--- config.mk ---
export PLATFORM = sky130hd
export DESIGN_NAME = spike_packet_reader_flat
export DESIGN_NICKNAME = d
export VERILOG_FILES = /design/src/rtl/spike_packet_reader_if.sv /design/src/rtl/spike_packet_reader.sv /design/src/flat_wrapper.sv
export SDC_FILE = /design/constraint.sdc
export NUM_CORES = 1
export LEC_CHECK = 0
export ABC_AREA = 1
export CAP_MARGIN = 20
export CORE_ASPECT_RATIO = 1.25
export CORE_UTILIZATION = 35
export DETAILED_ROUTE_END_ITERATION = 12
export DONT_BUFFER_PORTS = 1
export PLACE_DENSITY = 0.51
export SETUP_SLACK_MARGIN = 0.5
export SKIP_LAST_GASP = 1
export SLEW_MARGIN = 20
export SYNTH_ARGS = -nofsm -noshare
export SYNTH_HDL_FRONTEND = slang
export SYNTH_SLANG_ARGS = --single-unit
--- constraint.sdc ---
create_clock -name clk -period 1.49 [get_ports clk]
set_input_delay 0.149 -clock clk [delete_from_list [all_inputs] [get_ports clk]]
set_output_delay 0.149 -clock clk [all_outputs]
set_load 0.01 [all_outputs]
--- src/rtl/spike_packet_reader_if.sv ---
// FIFO read port and snapshot stream of the spike packet reader.
// master = reader side, slave = FIFO / decoder side.
interface spike_packet_reader_if;
    logic        fifo_rd;
    logic        fifo_empty;
    logic [15:0] fifo_dout;
    logic [63:0] snap_data;
    logic        snap_bank;
    logic [2:0]  snap_idx;
    logic        snap_valid;
    logic        snap_ready;
    logic        pkt_done;
    logic [10:0] pkt_spike_total;

    modport master (
        output fifo_rd, snap_data, snap_bank, snap_idx, snap_valid, pkt_done, pkt_spike_total,
        input  fifo_empty, fifo_dout, snap_ready
    );

    modport slave (
        input  fifo_rd, snap_data, snap_bank, snap_idx, snap_valid, pkt_done, pkt_spike_total,
        output fifo_empty, fifo_dout, snap_ready
    );
endinterface

--- src/rtl/spike_packet_reader.sv ---
// Reads 64-word spike packets from the spike FIFO, rebuilds 64-bit channel snapshots
// and reports per-packet spike totals and the number of packets waiting.
module spike_packet_reader #(
    parameter int SNAPS_PER_BANK = 8,
    parameter int PKT_CNT_W      = 3
) (
    input  logic                 clk,
    input  logic                 rst_n,
    input  logic                 pkt_wr_done,
    output logic [PKT_CNT_W-1:0] pkt_pending,
    output logic                 pkt_ovf,
    spike_packet_reader_if.master bus
);
    localparam int SNAP_CNT_W = $clog2(2 * SNAPS_PER_BANK);
    localparam logic [SNAP_CNT_W-1:0] LAST_SNAP = SNAP_CNT_W'(2 * SNAPS_PER_BANK - 1);
    localparam logic [PKT_CNT_W-1:0]  PEND_MAX  = '1;

    typedef enum logic [2:0] {IDLE, READ, WAIT, HOLD, DONE} state_t;

    state_t                state_q, state_d;
    logic [2:0]            rd_cnt_q, rd_cnt_d;
    logic [1:0]            slot_q, slot_d;
    logic                  rd_q, rd_d;
    logic [63:0]           data_q, data_d;
    logic [SNAP_CNT_W-1:0] snap_cnt_q, snap_cnt_d;
    logic [10:0]           acc_q, acc_d;
    logic [10:0]           total_q, total_d;
    logic [PKT_CNT_W-1:0]  pend_q, pend_d;
    logic                  ovf_q, ovf_d;
    logic                  start;

    function automatic logic [4:0] popcount16(input logic [15:0] w);
        logic [4:0] n;
        n = '0;
        for (int i = 0; i < 16; i++) begin
            n = n + 5'(w[i]);
        end
        return n;
    endfunction

    always_ff @(posedge clk or negedge rst_n) begin
        if (!rst_n) begin
            state_q    <= IDLE;
            rd_cnt_q   <= '0;
            slot_q     <= '0;
            rd_q       <= 1'b0;
            data_q     <= '0;
            snap_cnt_q <= '0;
            acc_q      <= '0;
            total_q    <= '0;
            pend_q     <= '0;
            ovf_q      <= 1'b0;
        end else begin
            state_q    <= state_d;
            rd_cnt_q   <= rd_cnt_d;
            slot_q     <= slot_d;
            rd_q       <= rd_d;
            data_q     <= data_d;
            snap_cnt_q <= snap_cnt_d;
            acc_q      <= acc_d;
            total_q    <= total_d;
            pend_q     <= pend_d;
            ovf_q      <= ovf_d;
        end
    end

    // A start and a new packet in the same cycle cancel; a full counter drops the packet and flags it.
    always_comb begin
        pend_d = pend_q;
        ovf_d  = ovf_q;
        start  = (state_q == IDLE) && (pend_q != '0);
        if (pkt_wr_done && !start) begin
            if (pend_q == PEND_MAX) begin
                ovf_d = 1'b1;
            end else begin
                pend_d = pend_q + 1'b1;
            end
        end else if (start && !pkt_wr_done) begin
            pend_d = pend_q - 1'b1;
        end
    end

    always_comb begin
        state_d    = state_q;
        rd_cnt_d   = rd_cnt_q;
        slot_d     = slot_q;
        data_d     = data_q;
        snap_cnt_d = snap_cnt_q;
        acc_d      = acc_q;
        total_d    = total_q;
        rd_d       = (state_q == READ) && (rd_cnt_q < 3'd4) && !bus.fifo_empty;

        // FIFO data lags the strobe by one cycle, so captures follow the delayed strobe.
        if (rd_q) begin
            case (slot_q)
                2'd0:    data_d[15:0]  = bus.fifo_dout;
                2'd1:    data_d[31:16] = bus.fifo_dout;
                2'd2:    data_d[47:32] = bus.fifo_dout;
                default: data_d[63:48] = bus.fifo_dout;
            endcase
            slot_d = slot_q + 2'd1;
            acc_d  = acc_q + 11'(popcount16(bus.fifo_dout));
        end

        case (state_q)
            IDLE: begin
                if (start) begin
                    state_d    = READ;
                    rd_cnt_d   = '0;
                    slot_d     = '0;
                    snap_cnt_d = '0;
                    acc_d      = '0;
                end
            end
            READ: begin
                if (rd_d) begin
                    rd_cnt_d = rd_cnt_q + 3'd1;
                    if (rd_cnt_q == 3'd3) begin
                        state_d = WAIT;
                    end
                end
            end
            WAIT: begin
                state_d = HOLD;
            end
            HOLD: begin
                if (bus.snap_ready) begin
                    snap_cnt_d = snap_cnt_q + 1'b1;
                    rd_cnt_d   = '0;
                    if (snap_cnt_q == LAST_SNAP) begin
                        state_d = DONE;
                        total_d = acc_q;
                    end else begin
                        state_d = READ;
                    end
                end
            end
            DONE: begin
                state_d = IDLE;
            end
            default: begin
                state_d = IDLE;
            end
        endcase
    end

    assign bus.fifo_rd         = rd_d;
    assign bus.snap_data       = data_q;
    assign bus.snap_bank       = snap_cnt_q[SNAP_CNT_W-1];
    assign bus.snap_idx        = 3'(snap_cnt_q[SNAP_CNT_W-2:0]);
    assign bus.snap_valid      = (state_q == HOLD);
    assign bus.pkt_done        = (state_q == DONE);
    assign bus.pkt_spike_total = total_q;
    assign pkt_pending         = pend_q;
    assign pkt_ovf             = ovf_q;
endmodule

--- src/flat_wrapper.sv ---
// flat-port wrapper written by rule: the top's interface ports become plain ports
module spike_packet_reader_flat 
#(
    parameter int SNAPS_PER_BANK = 8,
    parameter int PKT_CNT_W      = 3
)
  (clk, rst_n, pkt_wr_done, pkt_pending, pkt_ovf, bus_fifo_rd, bus_snap_data, bus_snap_bank, bus_snap_idx, bus_snap_valid, bus_pkt_done, bus_pkt_spike_total, bus_fifo_empty, bus_fifo_dout, bus_snap_ready);
  spike_packet_reader_if bus_i ();
  input  logic clk;
  input  logic rst_n;
  input  logic pkt_wr_done;
  output logic [PKT_CNT_W-1:0] pkt_pending;
  output logic pkt_ovf;
  output wire logic [$bits(bus_i.fifo_rd)-1:0] bus_fifo_rd;
  output wire logic [$bits(bus_i.snap_data)-1:0] bus_snap_data;
  output wire logic [$bits(bus_i.snap_bank)-1:0] bus_snap_bank;
  output wire logic [$bits(bus_i.snap_idx)-1:0] bus_snap_idx;
  output wire logic [$bits(bus_i.snap_valid)-1:0] bus_snap_valid;
  output wire logic [$bits(bus_i.pkt_done)-1:0] bus_pkt_done;
  output wire logic [$bits(bus_i.pkt_spike_total)-1:0] bus_pkt_spike_total;
  input wire logic [$bits(bus_i.fifo_empty)-1:0] bus_fifo_empty;
  input wire logic [$bits(bus_i.fifo_dout)-1:0] bus_fifo_dout;
  input wire logic [$bits(bus_i.snap_ready)-1:0] bus_snap_ready;
  assign bus_fifo_rd = bus_i.fifo_rd;
  assign bus_snap_data = bus_i.snap_data;
  assign bus_snap_bank = bus_i.snap_bank;
  assign bus_snap_idx = bus_i.snap_idx;
  assign bus_snap_valid = bus_i.snap_valid;
  assign bus_pkt_done = bus_i.pkt_done;
  assign bus_pkt_spike_total = bus_i.pkt_spike_total;
  assign bus_i.fifo_empty = bus_fifo_empty;
  assign bus_i.fifo_dout = bus_fifo_dout;
  assign bus_i.snap_ready = bus_snap_ready;
  spike_packet_reader #(.SNAPS_PER_BANK(SNAPS_PER_BANK), .PKT_CNT_W(PKT_CNT_W)) u_core (.clk(clk), .rst_n(rst_n), .pkt_wr_done(pkt_wr_done), .pkt_pending(pkt_pending), .pkt_ovf(pkt_ovf), .bus(bus_i));
endmodule
==> results of run 1 <==
## registers in the layout, indices dropped and copies added (netlist names)
name and cells:
u_core.acc_q 11, u_core.bus.pkt_spike_total 11, u_core.bus.snap_data 64, u_core.pkt_ovf 1, u_core.pkt_pending 3, u_core.rd_cnt_q 3, u_core.rd_q 1, u_core.slot_q 2
u_core.snap_cnt_q 4, u_core.state_q 3
## path summary, 6_finish.rpt
path	from	to
setup / recovery	bus_fifo_dout[1]	u_core.acc_q[5]$_DFF_PN0_
hold / removal	rst_n	u_core.bus.snap_data[18]$_DFFE_PN0P_
setup reg to reg	u_core.acc_q[0]$_DFF_PN0_	u_core.acc_q[4]$_DFF_PN0_
hold reg to reg	u_core.rd_cnt_q[1]$_DFFE_PN0P_	u_core.rd_cnt_q[1]$_DFFE_PN0P_
max in group asynchronous	rst_n	u_core.slot_q[0]$_DFF_PN0_
min in group clk	bus_fifo_empty	u_core.rd_q$_DFF_PN0_
## layout by cell type (no fill, tap or decap), types with 7 or more instances in the layout
master     synthesis  layout
buf_12             0       7
clkbuf_16          0       9
o21ai_1            1      42
fa_1              12       8
nand2_8            0      12
nand2_4            1      25
dfrtp_1          103      92
dfrtp_2            0      11
inv_1             59      48
ha_4               0       9
nand2_2            2      57
nand3_1           25      17
a21oi_1           15       9
ha_1              18       7
o21ai_2            0      33
nor2_1            27      21
buf_4              0      38
nand2_1          150      68
buf_6              2      15
## through the flow
step	hold slack (ns)	instance area [µm²]	power [mW]	setup slack [ns]	util (%)
final	-0.510	7030	14.5	-2.46	52.9
after global routing	-0.527	7030	15.5	-2.64	52.9
after CTS	-0.520	6560	13.4	-2.45	49.3
after detailed placement	-0.144	5400	9.62	-2.88	40.6
after global placement	-0.144	5400	9.47	-2.82	40.6
after floorplan	-0.147	5070	8.38	-2.68	-
## cell families (layout without fill, tap and decap cells)
group                      count (synthesis)  count (layout)  share of synthesized area [%]
DFF                                      103             103                           53.9
buffers and inverters                     77             144                           6.44
adders and majority gates                 30              30                           9.74
and+or+nand+nor                          217             226                           19.0
AOI/OAI and AO/OA                         98              98                           10.5
xor gates and xnor gates                   2               2                          0.367
## layout make-up
| class | count | area (µm²) | area share (%) |
|---|---|---|---|
| well taps | 171 | 214 | 3.04 |
| repair inverters | 1 | 16.3 | 0.231 |
| clock buffers | 9 | 225 | 3.20 |
| flip-flops and latches | 103 | 2590 | 36.9 |
| repair buffers | 67 | 769 | 10.9 |
| multi-input cells | 356 | 2890 | 41.1 |
| inverters | 60 | 262 | 3.72 |
| clock inverters | 7 | 62.6 | 0.890 |
## where the power goes
group	total (mW)	switching, mW	internal (mW)
logic	6.75	3.55	3.20
clock network	2.33	1.15	1.17
registers	5.40	1.53	3.87
## worst register-to-register path: stages (launching register included)
cell,delay (ns)
dfrtp_1,0.35
ha_1,0.17
inv_1,0.06
fa_2,0.35
inv_2,0.07
nand2_2,0.07
nand2_2,0.08
nand2_2,0.06
or2_4,0.25
nand3_2,0.05
nand2_1,0.04
inv_1,0.04
## routing by layer
metal  routed length [µm]  GRT usage [%]  vias to the layer above
met1                 5460           24.0                     1931
met2                 7400           36.3                      112
met4                  291           6.47                        0
met5                    0              0                        -
met3                  791           4.58                       22
li1                     -              -                     1854
## what timing repair did
item                                    4_1_cts  5_1_grt
resized for setup                           132      107
pin swaps                                    26       31
endpoints found under the hold margin       107      104
endpoints found under the setup margin      109      111
buffers inserted                             17        6
cloned                                       15        2
==> summary.md, run 1 <==
| Metric | Value |
|---|---|
| Status | `finished with violations` |
| Failing checks | `negative hold slack, negative setup slack` |
| RSZ-0062 raised after global routing | `yes` |
| Antenna Cells | `0` |
| Setup CP Type | `input pin to register` |
| Clock transition at the registers of the reported paths | `about 0.080 ns` |
| Worst rel slew slack | `between 70 and 80%` |
| Synth cell count leaders | `nand2_1 (150), dfrtp_1 (103), o21ai_0 (77)` |
| Critical path depth | `16` |
| Ys flop type | `dfrtp_1` |
| Min Tclk post-route | `3.95 ns` |
| Layout area overhead | `47.1%` |
| Initial antenna violation count | `0` |
| Flop-to-flop setup slack | `-0.16 ns` |
| Vias | `3919` |
| Detailed Route WL | `approximately 14000 µm` |
| Total negative slack | `-25.64 ns` |
| CP startpoint kind | `input pin` |
| Die height | `133 µm` |
| Fin crit share | `265%` |
| Sink Count | `between 100 and 150` |
| Worst-margin pin slew | `0.387 ns` |
| Hold-fix buffers, CTS | `1` |
| Total Die Area | `14100 µm²` |
| Port bufs | `0` |
| Residual DRC count | `0` |
| Total congestion overflow | `0` |
| Critical Path Fanout Max | `6` |
| Max-slew violations | `0` |
| Max rail drop VDD | `0.00105 V` |
| Setup ws final | `-2.46 ns` |
| Area contributors post-synth | `dfrtp_1 (54%), nand2_1 (12%), o21ai_0 (8.1%)` |
| CTS tree | `done` |
| Global-route wire length before repair | `22100 µm` |
| Vias in the first global route | `4046` |
| Largest net degree at the start of global routing | `approximately 100` |
| I/O Pins | `107` |
| MaxCap Viol Count | `0` |
| Filler Cells Inserted | `1193` |
| Leak | `about 3.2 nW` |
| Hold Path Class | `input pin to asynchronous set/reset pin` |
| Worst-Skew Late Latency | `0.35 ns` |
| CTS root buf | `clkbuf_16` |
| Fmax | `0.253 GHz` |
| Routed wire per std cell | `18.0 µm` |
| Cells after synthesis | `527` |
| Die X | `107 µm` |
| Synth top area share | `between 50% and 60%` |
| Yosys warning count | `0` |
| Min Hold Slack | `-0.510 ns` |
| Avg Inst Size Synth | `9.07 µm²` |
| Number of hold violations in the final report | `~100` |
| Nets | `~650` |
| Initial Utilization | `36.0%` |
| Clk buf depth | `2` |
| Yosys top cell by area | `dfrtp_1` |
| Iter 0 DRT Violations | `around 160` |
| Yosys cell types | `29` |
| Num CTS Buffers | `9` |
| Worst Path Buf+Inv | `1` |
| Critical path endpoint category | `register` |
| DP Cell Count | `717` |
| Crit-path most repeated cell | `fa_1` |
| Setup Skew | `0.0102 ns` |
| Crit path cell chain | `ha_4, inv_2, fa_1, fa_1, fa_1, fa_1, fa_2, fa_2, o21ai_2, ha_4, nand2_1, nor2_1, nand2_1, nand3_4, a21oi_1, nor2_1` |
| Most frequent cell after synthesis | `nand2_1` |
| FF-to-FF path depth | `11` |
| Final ANT Viol Nets | `0` |
| Slowest cell on the critical path | `fa_1` |
| HPWL Detailed | `between 7000 and 8000 µm` |
| Register area share after synthesis | `53.9%` |
| Post-synth EDFFs | `0` |
| CP peak stage delay | `0.53 ns` |
| Tot GR Track Use | `20.3%` |
| Syn nets | `578` |
| Post-Syn Area | `4780 µm²` |
| Non-filler cells, final | `774` |
| Setup violators final | `11` |
| Vias per Instance | `5.06` |
| Fraction of layout cells with a size suffix above 1 | `46.8%` |
| H-Tree Depth | `3` |
| Pwr dens | `2060 nW/µm²` |
| Required @ worst endpoint | `1.73 ns` |
| Seq cells post-synth | `between 100 and 150` |
| Core Box Area | `13300 µm²` |
| Number of core rows | `47` |
| Async set-or-reset flop fraction in the synthesized netlist | `100%` |
| Routability cong. | `0.866` |
| Arrival time worst endpoint | `4.19 ns` |
| Largest delay share family, worst path | `adder cells` |
| TritonRoute pass-1 iters | `4` |
(Power assumes the default switching activity.)
==> run 2: changes to the inputs <==
- HOLD_SLACK_MARGIN: unset -> 0.15
==> summary.md, run 2 (synthesized netlist as in run 1, its figures left out) <==
| Metric | Value |
|---|---|
| Number of core rows | `47 (unchanged)` |
| Setup violators final | `12 (+1)` |
| Layout area overhead | `49.2%` |
| Area after DPL | `5400 µm² (unchanged)` |
| Status | `finished with violations` |
| Failing checks | `negative hold slack, negative setup slack` |
| Total Die Area | `14100 µm² (unchanged)` |
| Fin crit share | `265% (+0.32 points)` |
| Pwr dens | `2040 nW/µm² (-1.2%)` |
| Iter 0 DRT Violations | `161 (+2.5%)` |
| Fmax | `0.253 GHz (-0.12%)` |
| Total negative slack | `-25.65 ns (-0.0105 ns)` |
| Residual DRC count | `0 (unchanged)` |
| Max-slew violations | `0 (unchanged)` |
| CP startpoint kind | `input pin` |
| Setup ws final | `-2.46 ns (-0.00471 ns)` |
| Die height | `133 µm (unchanged)` |
| HPWL Detailed | `7770 µm (unchanged)` |
| Core Util, Final | `53.7% (+0.76 points)` |
| Sink Count | `103 (unchanged)` |
| Die X | `107 µm (unchanged)` |
| Pre-CTS setup slack | `-2.88 ns (unchanged)` |
| Arrival time worst endpoint | `4.19 ns (about the same)` |
| Core Box Area | `13300 µm² (unchanged)` |
| Antenna Cells | `0 (unchanged)` |
| Worst-Skew Late Latency | `0.35 ns (about the same)` |
| Hold-fix buffers, CTS | `12 (+11)` |
| Max rail drop VDD | `0.00105 V (+0.57%)` |
| Nets | `661 (+1.8%)` |
| Initial Utilization | `36.0% (unchanged)` |
| I/O Pins | `107 (unchanged)` |
| Commonest non-fill, non-tap cells in the layout | `dfrtp_1 (92), nand2_1 (72), nand2_2 (55), inv_1 (48), o21ai_1 (41)` |
| Clock transition at the registers of the reported paths | `0.08 ns (about the same)` |
| Filler Cells Inserted | `1187 (-0.50%)` |
| Critical path endpoint category | `register` |
| Number of hold violations in the final report | `104 (unchanged)` |
| Leading cell type in the layout, fill and taps excluded | `dfrtp_1` |
| Leak | `3.27 nW (+1.5%)` |
| CTS tree | `done` |
| Required @ worst endpoint | `1.73 ns (about the same)` |
| Hold Path Class | `input pin to asynchronous set/reset pin` |
| MaxCap Viol Count | `0 (unchanged)` |
| Port bufs | `0 (unchanged)` |
| TritonRoute pass-1 iters | `4 (unchanged)` |
| Worst-margin pin slew | `0.388 ns (+0.00144 ns)` |
| Detailed Route WL | `14100 µm (+1.4%)` |
| Final ANT Viol Nets | `0 (unchanged)` |
| Critical Path Fanout Max | `6 (unchanged)` |
| RSZ-0062 raised after global routing | `yes` |
| CTS root buf | `clkbuf_16` |
| Number of flip-flops under the largest register name | `64 (unchanged)` |
| Min Hold Slack | `-0.509 ns (+0.00125 ns)` |
| Initial antenna violation count | `0 (unchanged)` |
| Setup Skew | `0.0117 ns (+0.00146 ns)` |
| H-Tree Depth | `3 (unchanged)` |
| Clk buf depth | `2 (unchanged)` |
| Fraction of layout cells with a size suffix above 1 | `45.5% (-1.2 points)` |
| Largest net degree at the start of global routing | `104 (unchanged)` |
| Setup CP Type | `input pin to register` |
| Worst rel slew slack | `73.9% (-0.097 points)` |
| Vias per Instance | `5.05 (-0.22%)` |
| Num CTS Buffers | `9 (unchanged)` |
| Vias in the first global route | `4125 (+2.0%)` |
| Vias | `3971 (+1.3%)` |
| Global-route wire length before repair | `22300 µm (+1.2%)` |
| Min Tclk post-route | `3.95 ns (+0.00471 ns)` |
| Total congestion overflow | `0 (unchanged)` |
| Routed wire per std cell | `18.0 µm (-0.17%)` |
| Routability cong. | `0.866 (unchanged)` |
| Tot GR Track Use | `20.4% (+0.12 points)` |
| Finished layout cell area | `7130 µm² (+1.4%)` |
-- run 2: cell count changes in the layout (fill, tap and decap cells not counted) --
cell           previous run  this run
buf_4                    38        39
dlygate4sd3_1             1        12
nand2_1                  68        72
nand2_2                  57        55
nand2_4                  25        23
o21ai_1                  42        41
o21ai_2                  33        34
-- run 2: metal layers --
layer / vias to the layer above / track usage, % / share of wire (%)
li1: 1871 / - / -
met1: 1954 / 24.0 / 39
met2: 119 / 36.7 / 52
met3: 27 / 4.63 / 5.8
met4: 0 / 6.54 / 2.8
met5: - / 0 / 0
-- run 2: cell type report --
type	count	area (µm²)	share of cell area (%)
inverter	60	262	3.67
timing repair inverter	1	16.3	0.228
clock inverter	7	62.6	0.877
timing repair buffer	79	887	12.4
multi-input combinational	356	2870	40.3
sequential	103	2590	36.3
clock buffer	9	225	3.16
tap	171	214	3.00
-- run 2: timing repair --
action / CTS / global route
hold endpoints to repair: 151 / 104
resized for setup: 132 / 102
setup buffers: 17 / 7
pin swaps: 26 / 29
endpoints found under the setup margin: 109 / 111
cloned: 15 / 2
-- run 2: worst paths after layout --
| path | startpoint | to | slack [ns] | depth (start not counted) |
|---|---|---|---|---|
| worst max-delay path | bus_fifo_dout[1] | u_core.acc_q[5]$_DFF_PN0_ | -2.46 | 16 |
| worst max register to register | u_core.acc_q[0]$_DFF_PN0_ | u_core.acc_q[4]$_DFF_PN0_ | -0.16 | 11 |
| worst min-delay path | rst_n | u_core.bus.snap_data[18]$_DFFE_PN0P_ | -0.51 | 0 |
| min in group clk | bus_fifo_empty | u_core.rd_q$_DFF_PN0_ | -0.12 | 1 |
| max in group asynchronous | rst_n | u_core.slot_q[1]$_DFF_PN0_ | 1.83 | 0 |
| worst min register to register | u_core.rd_cnt_q[1]$_DFFE_PN0P_ | u_core.rd_cnt_q[1]$_DFFE_PN0P_ | 0.49 | 2 |
-- run 2: power by group --
part,total [mW],internal (mW),switching (mW)
Sequential,5.39,3.87,1.51
Clock,2.34,1.18,1.17
Combinational,6.78,3.21,3.58
Total,14.5,8.26,6.26
-- run 2: critical path, cell delays in order --
cell     delay [ns]
ha_4           0.24
inv_2          0.03
fa_1           0.53
fa_1           0.44
fa_1           0.52
fa_1           0.44
fa_2           0.38
fa_2           0.44
o21ai_2        0.23
ha_4           0.24
nand2_1        0.08
nor2_1         0.05
nand2_1        0.10
nand3_4        0.12
a21oi_1        0.16
nor2_1         0.06
-- run 2: per-stage QoR --
stage               power (mW)  instances
finish                    14.5        786
global route              15.5        786
CTS                       13.4        777
detailed placement        9.62        717
global placement          9.47        717
floorplan                 8.38        527
